<file path="config.mk">
export PLATFORM = sky130hd
export DESIGN_NAME = lfsr_prbs_burst_ctrl
export DESIGN_NICKNAME = d
export VERILOG_FILES = /design/src/rtl/lfsr_prbs_burst_ctrl.sv
export SDC_FILE = /design/constraint.sdc
export NUM_CORES = 1
export LEC_CHECK = 0
export CAP_MARGIN = 5
export CELL_PAD_IN_SITES_DETAIL_PLACEMENT = 1
export CELL_PAD_IN_SITES_GLOBAL_PLACEMENT = 1
export CORE_MARGIN = 2
export CORE_UTILIZATION = 39
export DETAILED_ROUTE_END_ITERATION = 7
export GPL_TIMING_DRIVEN = 0
export PLACE_DENSITY_LB_ADDON = 0.2
export SYNTH_ARGS = -nofsm -noshare
export SYNTH_HDL_FRONTEND = slang
export SYNTH_SLANG_ARGS = --single-unit
</file>
<file path="constraint.sdc">
create_clock -name clk -period 2.7 [get_ports clk]
set_clock_uncertainty 0.15 [all_clocks]
set_input_delay 0.54 -clock clk [delete_from_list [all_inputs] [get_ports clk]]
set_output_delay 0.54 -clock clk [all_outputs]
set_load 0.05 [all_outputs]
</file>
<file path="src/rtl/lfsr_prbs_burst_ctrl.sv">
// lfsr_prbs_burst_ctrl: command-driven burst sequencer for a PRBS generator on an AXI-stream master
module lfsr_prbs_gen #(
  parameter int LFSR_WIDTH = 9,
  parameter logic [LFSR_WIDTH-1:0] LFSR_POLY = 9'h021,
  parameter logic [LFSR_WIDTH-1:0] LFSR_INIT = {LFSR_WIDTH{1'b1}},
  parameter string LFSR_CONFIG = "FIBONACCI",
  parameter bit REVERSE = 1'b0,
  parameter bit INVERT = 1'b0,
  parameter int DATA_WIDTH = 8,
  parameter string STYLE = "AUTO"
) (
  input  logic clk,
  input  logic rst,
  input  logic enable,
  output logic [DATA_WIDTH-1:0] data_out
);
  localparam bit GALOIS = LFSR_CONFIG == "GALOIS";
  logic [LFSR_WIDTH-1:0] state, state_next;
  logic [DATA_WIDTH-1:0] bits, rev;
  function automatic logic [LFSR_WIDTH-1:0] shift(input logic [LFSR_WIDTH-1:0] s);
    return GALOIS ? {s[LFSR_WIDTH-2:0], 1'b0} ^ (s[LFSR_WIDTH-1] ? LFSR_POLY : '0)
                  : {s[LFSR_WIDTH-2:0], s[LFSR_WIDTH-1] ^ (^(s[LFSR_WIDTH-2:0] & LFSR_POLY[LFSR_WIDTH-1:1]))};
  endfunction
  function automatic logic [DATA_WIDTH+LFSR_WIDTH-1:0] advance(input logic [LFSR_WIDTH-1:0] s0);
    logic [LFSR_WIDTH-1:0] s;
    logic [DATA_WIDTH-1:0] b;
    s = s0;
    b = '0;
    for (int i = 0; i < DATA_WIDTH; i++) begin
      b[DATA_WIDTH-1-i] = s[LFSR_WIDTH-1];
      s = shift(s);
    end
    return {b, s};
  endfunction
  generate
    if (STYLE == "UNROLL") begin : g_unroll
      logic [LFSR_WIDTH-1:0] chain [DATA_WIDTH+1];
      assign chain[0] = state;
      for (genvar i = 0; i < DATA_WIDTH; i++) begin : g_step
        assign chain[i+1] = shift(chain[i]);
        assign bits[DATA_WIDTH-1-i] = chain[i][LFSR_WIDTH-1];
      end
      assign state_next = chain[DATA_WIDTH];
    end else begin : g_func
      assign {bits, state_next} = advance(state);
    end
  endgenerate
  assign rev = {<<{bits}};
  // one word of DATA_WIDTH LFSR steps per enable, held otherwise
  always_ff @(posedge clk)
    if (rst) begin
      state <= LFSR_INIT;
      data_out <= '0;
    end else if (enable) begin
      state <= state_next;
      data_out <= (REVERSE ? rev : bits) ^ {DATA_WIDTH{INVERT}};
    end
endmodule

module lfsr_prbs_burst_ctrl #(
  parameter int LFSR_WIDTH = 9,
  parameter logic [LFSR_WIDTH-1:0] LFSR_POLY = 9'h021,
  parameter logic [LFSR_WIDTH-1:0] LFSR_INIT = {LFSR_WIDTH{1'b1}},
  parameter string LFSR_CONFIG = "FIBONACCI",
  parameter bit REVERSE = 1'b0,
  parameter bit INVERT = 1'b0,
  parameter int DATA_WIDTH = 8,
  parameter string STYLE = "AUTO",
  parameter int COUNT_WIDTH = 16
) (
  input  logic clk,
  input  logic rst,
  input  logic cmd_start,
  input  logic [COUNT_WIDTH-1:0] cmd_len,
  input  logic cmd_reseed,
  output logic busy,
  output logic done,
  output logic [DATA_WIDTH-1:0] m_axis_tdata,
  output logic m_axis_tvalid,
  input  logic m_axis_tready,
  output logic m_axis_tlast,
  output logic [COUNT_WIDTH-1:0] words_sent
);
  typedef enum logic [2:0] {IDLE, EMPTY, RESEED, PRIME, STREAM, DONE} state_t;
  state_t state;
  logic [COUNT_WIDTH-1:0] remaining;
  logic gen_en, reseed;
  assign reseed = state == RESEED;
  assign gen_en = state == PRIME || (state == STREAM && m_axis_tready && !m_axis_tlast);
  lfsr_prbs_gen #(
    .LFSR_WIDTH(LFSR_WIDTH), .LFSR_POLY(LFSR_POLY), .LFSR_INIT(LFSR_INIT),
    .LFSR_CONFIG(LFSR_CONFIG), .REVERSE(REVERSE), .INVERT(INVERT),
    .DATA_WIDTH(DATA_WIDTH), .STYLE(STYLE)
  ) u_gen (
    .clk(clk),
    .rst(rst || reseed),
    .enable(gen_en),
    .data_out(m_axis_tdata)
  );
  // burst sequencer; a zero-length burst reports done alongside its single busy cycle
  always_ff @(posedge clk)
    if (rst) begin
      state <= IDLE;
      busy <= 1'b0;
      done <= 1'b0;
      m_axis_tvalid <= 1'b0;
      m_axis_tlast <= 1'b0;
      words_sent <= '0;
      remaining <= '0;
    end else begin
      case (state)
        IDLE: if (cmd_start) begin
          remaining <= cmd_len;
          words_sent <= '0;
          busy <= 1'b1;
          done <= cmd_len == '0;
          state <= cmd_len == '0 ? EMPTY : cmd_reseed ? RESEED : PRIME;
        end
        EMPTY: begin
          done <= 1'b0;
          busy <= 1'b0;
          state <= IDLE;
        end
        RESEED: state <= PRIME;
        PRIME: begin
          m_axis_tvalid <= 1'b1;
          m_axis_tlast <= remaining == COUNT_WIDTH'(1);
          state <= STREAM;
        end
        STREAM: if (m_axis_tready) begin
          words_sent <= words_sent + 1'b1;
          remaining <= remaining - 1'b1;
          m_axis_tlast <= remaining == COUNT_WIDTH'(2);
          if (m_axis_tlast) begin
            m_axis_tvalid <= 1'b0;
            m_axis_tlast <= 1'b0;
            busy <= 1'b0;
            done <= 1'b1;
            state <= DONE;
          end
        end
        DONE: begin
          done <= 1'b0;
          state <= IDLE;
        end
        default: state <= IDLE;
      endcase
    end
endmodule
</file>
==> results of run 1 <==
[path summary, 6_finish.rpt]
check                      end  slack [ns]  depth (start not counted)               from
max reg2reg       remaining[2]        0.28                          7           state[0]
min          u_gen.data_out[7]        0.31                          2  u_gen.data_out[7]
max             words_sent[12]        0.25                          6      m_axis_tready
min reg2reg  u_gen.data_out[7]        0.31                          2  u_gen.data_out[7]
[area by class of cell]
cell class | count | share of cell area [%]
clock buffer | 6 | 2.00
tap | 99 | 3.41
multi-input combinational | 281 | 46.7
clock inverter | 2 | 0.448
timing repair buffer | 48 | 13.2
inverter | 6 | 0.620
buffer | 25 | 2.69
sequential | 56 | 30.9
[sequential cells by signal, summed over array words and instances, names as in the netlist, 3 cells and up]
signal,count
remaining,16
words_sent,16
u_gen.state,9
u_gen.data_out,8
state,3
[routing by layer]
layer	share of wire, %	vias to the layer above
li1	-	1470
met1	49	1497
met2	45	68
met3	3.9	13
met4	1.5	0
met5	0	-
[per-stage QoR]
step	power, W	worst slack (ns)	instances
2_1_floorplan	0.00133	0.452	368
3_5_place_dp	0.00152	-0.275	515
6_report	0.00201	0.254	523
5_1_grt	0.00212	0.0496	523
3_3_place_gp	0.00151	-0.287	515
4_1_cts	0.00201	0.0554	523
[layout by cell type (no fill, tap or decap), types with 3 or more instances in the layout]
cell             synthesis  routed
nand3_1                 17      17
nor2_1                  28      28
nand4b_1                 3       3
a31oi_1                 12      12
inv_1                    6       6
a21boi_0                 6       6
a21o_1                   4       4
buf_2                    3       3
o311ai_0                 3       3
nor3b_1                  3       3
xor2_1                   7       7
xnor2_1                  7       7
or3_1                    6       6
clkbuf_8                 0       5
nor3_1                   6       6
o31ai_1                  7       7
or4_1                    9       9
nor4_1                  12      12
a21oi_1                 38      38
o21ai_1                  4       4
ha_1                     4       4
clkbuf_1                21      22
o211ai_1                 5       5
o21ai_0                 13      13
dfxtp_1                 56      56
nand2_1                 41      41
nand4_1                  8       8
nand2b_1                 5       5
clkdlybuf4s50_1          0      48
[critical path, cell delays in order]
cell             delay [ns]
clkdlybuf4s50_1        0.61
mux2i_2                0.22
or3_1                  0.38
buf_2                  0.17
or4_1                  0.48
a21oi_1                0.15
[power breakdown]
group          internal, W  switching [W]  total [W]
registers         0.000885      0.0000633   0.000948
logic             0.000205       0.000369   0.000574
clock network     0.000186       0.000305   0.000491
total              0.00128       0.000737    0.00201
[cells by family after synthesis]
group | Yosys count | synth area share [%]
compound gates | 102 | 21.6
xor+xnor | 14 | 4.20
fa+ha+maj | 4 | 1.71
buf+inv | 31 | 4.11
flops | 56 | 38.4
mux | 3 | 1.07
simple gates | 158 | 28.9
[cell usage after synthesis (all sizes together) (2+ instances only)]
| master | n | area (µm²) |
|---|---|---|
| nand4 | 8 | 50.1 |
| a21o | 4 | 30.0 |
| nor4b | 3 | 26.3 |
| or3 | 6 | 37.5 |
| inv | 6 | 22.5 |
| nand2b | 5 | 31.3 |
| o211ai | 5 | 37.5 |
| xor2 | 7 | 61.3 |
| nor3 | 7 | 40.0 |
| nand2 | 41 | 154 |
| o21ai | 17 | 85.1 |
| or2 | 3 | 18.8 |
| clkbuf | 21 | 78.8 |
| buf | 4 | 18.8 |
| o311ai | 4 | 35.0 |
| and3 | 2 | 12.5 |
| or4 | 9 | 67.6 |
| nand4b | 3 | 26.3 |
| a31oi | 12 | 75.1 |
| and2 | 3 | 18.8 |
| a21boi | 6 | 45.0 |
| a21oi | 38 | 190 |
| dfxtp | 56 | 1120 |
| o31ai | 7 | 52.6 |
| mux2i | 2 | 20.0 |
| and4 | 2 | 17.5 |
| xnor2 | 7 | 61.3 |
| nand3 | 17 | 85.1 |
| ha | 4 | 50.1 |
| nor2 | 28 | 105 |
| nor3b | 4 | 35.0 |
| o211a | 2 | 20.0 |
| nor4 | 12 | 75.1 |
[what timing repair did]
item,4_1_cts,5_1_grt
gates resized for setup,0,3
endpoints found under the setup margin,0,17
setup buffers,0,0
==> flow_summary.toml, run 1 <==
[drt]
vias = 3048
wirelength_mm = 9.01
vias_per_cell = 5.83
drt_iter0_drc = 204
ant_nets = 0
routedWlPerCell_um = 17.2
dr.pass1.iters = 4
drc_errors = 0

[sta]
setup_viol_count_final = 0
hold_viol = 0
rsz0062_at_grt = "false"
worst_pin_slew_ns = 0.745
finalCriticalPeriod_ns = 2.45
max_freq_mhz = 409
hold_ws_ns = 0.313
slew_violations = 0
fin_tns_setup_ns = 0
slew_headroom_pct = 49.8
period_share_pct = 90.6

[final_layout]
multi_input_area_mm2 = 0.00170
diodes = 0
fin_area_mm2 = 0.00363
syn2layout_area_growth_pct = 24.3
num-fill-cells = 905
nNetsFinal = 448
final_layout_size_suffix_gt1_share_pct = 4.48
utilization_pct = 50.1
regArea_mm2 = 0.00112

[global_route]
grt_max_degree = 18
grt_usage_pct = 22.4
met2_usage_pct = 36.2
met1_usage_pct = 31.0
grt_most_used_layer = "met2"
grt_overflow = 0
grt_pass1_vias = 3100
antenna_found_initial = 0
grt_pass1_wl_mm = 15.3
use_met3_pct = 3.17

[synthesis]
synth_edf_count = 0
ys_seq_elements = 56
ys_warn_count = 0
synth_ff_type = "dfxtp_1"
syn_area_mm2 = 0.00292
syn_inst = 368
synth_cell_types = 53
syn_avg_cell_area_um2 = 7.94
syn-num-nets = 393
synth-async-reset-ratio_pct = 0
yosysSeqAreaShare_pct = 38.4

[cts]
clk_path_buf_depth = 2
clkSinkCount = 56
cts_tree = "yes"
clk_latency_ns = 0.32
cts_buffers = 5
root_buffer = "clkbuf_8"
ctsHoldBuffers = 0
h-tree-depth = 2
clk_transition_reported_paths_ns = 0.11

[critical_path]
worstSetupPathType = "input port to flop"
critPathCaptureType = "flop"
crit_arrival_ns = 2.56
worst_setup_path_start_kind = "input port"
worstPathMaxFanout = 10
required_ns = 2.81

[floorplanning]
core_mm2 = 0.00725
pin_count = 49
die_w_um = 90.6
die-area_mm2 = 0.00820
initial_core_util_pct = 40.3
die_y_um = 90.6
rows = 31

[pwr]
powerDensity_mw_per_mm2 = 555
ir_drop_uv = 260
p_leak_nw = 1.19

[run]
maxCapViolCount = 0

[place]
portBuffers = 48
post_dp_cell_area_mm2 = 0.00353
place_congestion = 0.879
hpwl_mm = 6.57

[min_path]
hold_class = "flop to flop"

[status]
outcome = "finished, final reports clean"
(Power assumes the default switching activity.)
==> run 2, diff against run 1 <==
--- a/config.mk
+++ b/config.mk
@@ -11,4 +11,5 @@
 export CORE_MARGIN = 2
 export CORE_UTILIZATION = 39
+export CTS_CLUSTER_DIAMETER = 100
 export DETAILED_ROUTE_END_ITERATION = 7
 export GPL_TIMING_DRIVEN = 0
--- a/constraint.sdc
+++ b/constraint.sdc
@@ -3,3 +3,3 @@
 set_input_delay 0.54 -clock clk [delete_from_list [all_inputs] [get_ports clk]]
 set_output_delay 0.54 -clock clk [all_outputs]
-set_load 0.05 [all_outputs]
+set_load 0.005 [all_outputs]
==> results of run 2 <==
The final DEF is identical to that of run 1. Status: finished, final reports clean.
Main changes from that run: total power 0.00201 W -> 0.00196 W; worst IR drop on VDD 260 µV -> 243 µV
==> run 3, diff against run 2 <==
Settings changed: GPL_TIMING_DRIVEN 0 to not set.
==> flow_summary.toml, run 3 (synthesis gave the netlist of run 1 again) <==
[global_route]
grt_overflow = 0
met1_usage_pct = 28.9
grt_max_degree = 30
use_met3_pct = 3.51
grt_most_used_layer = "met2"
grt_pass1_wl_mm = 14.4
grt_usage_pct = 21.2
antenna_found_initial = 0
grt_pass1_vias = 2937
met2_usage_pct = 34.9

[critical_path]
worstSetupPathType = "flop to flop"
worst_setup_path_start_kind = "flop"
required_ns = 2.80
cp.buffers_inverters = 0
critPathTopFamily = "simple AND/OR/NAND/NOR gates"
crit_chain = "or2_1, or3_1, or4_1, a21oi_1"
critPathCaptureType = "flop"
slowest_stage = "or3_1"
worstPathMaxFanout = 12
r2r_slack_ns = 0.38
cp_slowest_stage_delay_ns = 0.56
reg2reg_to = "words_sent[11]"
crit_arrival_ns = 2.42
r2r_cells = 4
timing.rr.start = "state[0]"

[cts]
clk_latency_ns = 0.32
clkSinkCount = 56
post_cts.repair.setup_buffers = 0
ctsHoldBuffers = 0
clk_path_buf_depth = 2
h-tree-depth = 2
cts_buffers = 5
cts_resized = 0
root_buffer = "clkbuf_8"
cts_tree = "yes"
clk_transition_reported_paths_ns = 0.11

[sta]
slew_headroom_pct = 54.4
worst_pin_slew_ns = 0.684
slew_violations = 0
rsz0062_at_grt = "false"
setup_viol_count_final = 0
max_freq_mhz = 430
fin_tns_setup_ns = 0
period_share_pct = 86.0
hold_viol = 0
finalCriticalPeriod_ns = 2.32

[floorplanning]
pin_count = 49
die-area_mm2 = 0.00820
initial_core_util_pct = 40.3
die_w_um = 90.6
core_mm2 = 0.00725
die_y_um = 90.6
rows = 31

[final_layout]
layout_common_cells = "dfxtp_1 (56), clkdlybuf4s50_1 (48), nand2_1 (41)"
largestRegisters = "remaining: 16 flops, words_sent: 16 flops, u_gen.state: 9 flops"
nNetsFinal = 443
final_common_cell = "dfxtp_1"
final_layout_size_suffix_gt1_share_pct = 7.88
diodes = 0
syn2layout_area_growth_pct = 25.5

[min_path]
whs_path_depth = 2
hold_end = "u_gen.data_out[6]"
hold_class = "flop to flop"
min_from = "u_gen.data_out[6]"

[run]
maxCapViolCount = 0

[drt]
wirelength_mm = 8.45
ant_nets = 0
vias = 2978
vias_per_cell = 5.75
routedWlPerCell_um = 16.3
dr.pass1.iters = 4
drt_iter0_drc = 142
drc_errors = 0

[pwr]
ir_drop_uv = 237
powerDensity_mw_per_mm2 = 533
p_leak_nw = 1.24
p_total_w = 0.00195

[place]
hpwl_mm = 6.24
place_congestion = 0.875
portBuffers = 48

[status]
outcome = "finished, final reports clean"
==> run 3: worst max-delay path by stage <==
stage               slack [ns]        endpoint  cells past startpoint     startpoint
floorplan                 0.68  words_sent[11]                      5  m_axis_tready
global placement          0.21  words_sent[15]                      5      cmd_start
detailed placement        0.10  words_sent[11]                      5      cmd_start
CTS                       0.37  words_sent[11]                      4       state[0]
global route              0.22  words_sent[11]                      4       state[0]
finish                    0.38  words_sent[11]                      4       state[0]
==> run 3: routing by layer <==
layer  vias to the layer above  wire length, µm
met2                        45             3960
met4                         0              100
met3                         9              269
li1                       1455                -
met1                      1469             4120
met5                         -                0
==> run 3: tightest hold or removal path: stages (launching register included) <==
cell     delay [ns]
dfxtp_1        0.32
nand2_1        0.05
a21oi_1        0.05
==> run 3: through the flow <==
step                      area (µm²)  util [%]  setup slack (ns)  hold WS (ns)  instances
after global placement          3580      49.3             0.208         0.291        510
after CTS                       3670      50.6             0.371         0.313        518
final                           3670      50.6             0.377         0.310        518
after floorplan                 2920         -             0.683         0.298        368
after detailed placement        3580      49.3             0.105         0.297        510
after global routing            3670      50.6             0.225         0.329        518
==> run 3: power breakdown <==
group          leakage, nW  switching [W]  internal (W)  total, W
Sequential           0.456      0.0000708      0.000885  0.000956
Clock               0.0414       0.000285      0.000185  0.000470
Combinational        0.745       0.000294      0.000235  0.000529
Total                 1.24       0.000649       0.00131   0.00195
==> run 3: cell type report <==
| cell class | instances | area [µm²] |
|---|---|---|
| clock buffers | 6 | 72.6 |
| clock inverters | 2 | 16.3 |
| fillers | 895 | 3590 |
| inverters | 6 | 22.5 |
| multi-input cells | 281 | 1680 |
| flip-flops and latches | 56 | 1120 |
| well taps | 99 | 124 |
| repair buffers | 68 | 631 |
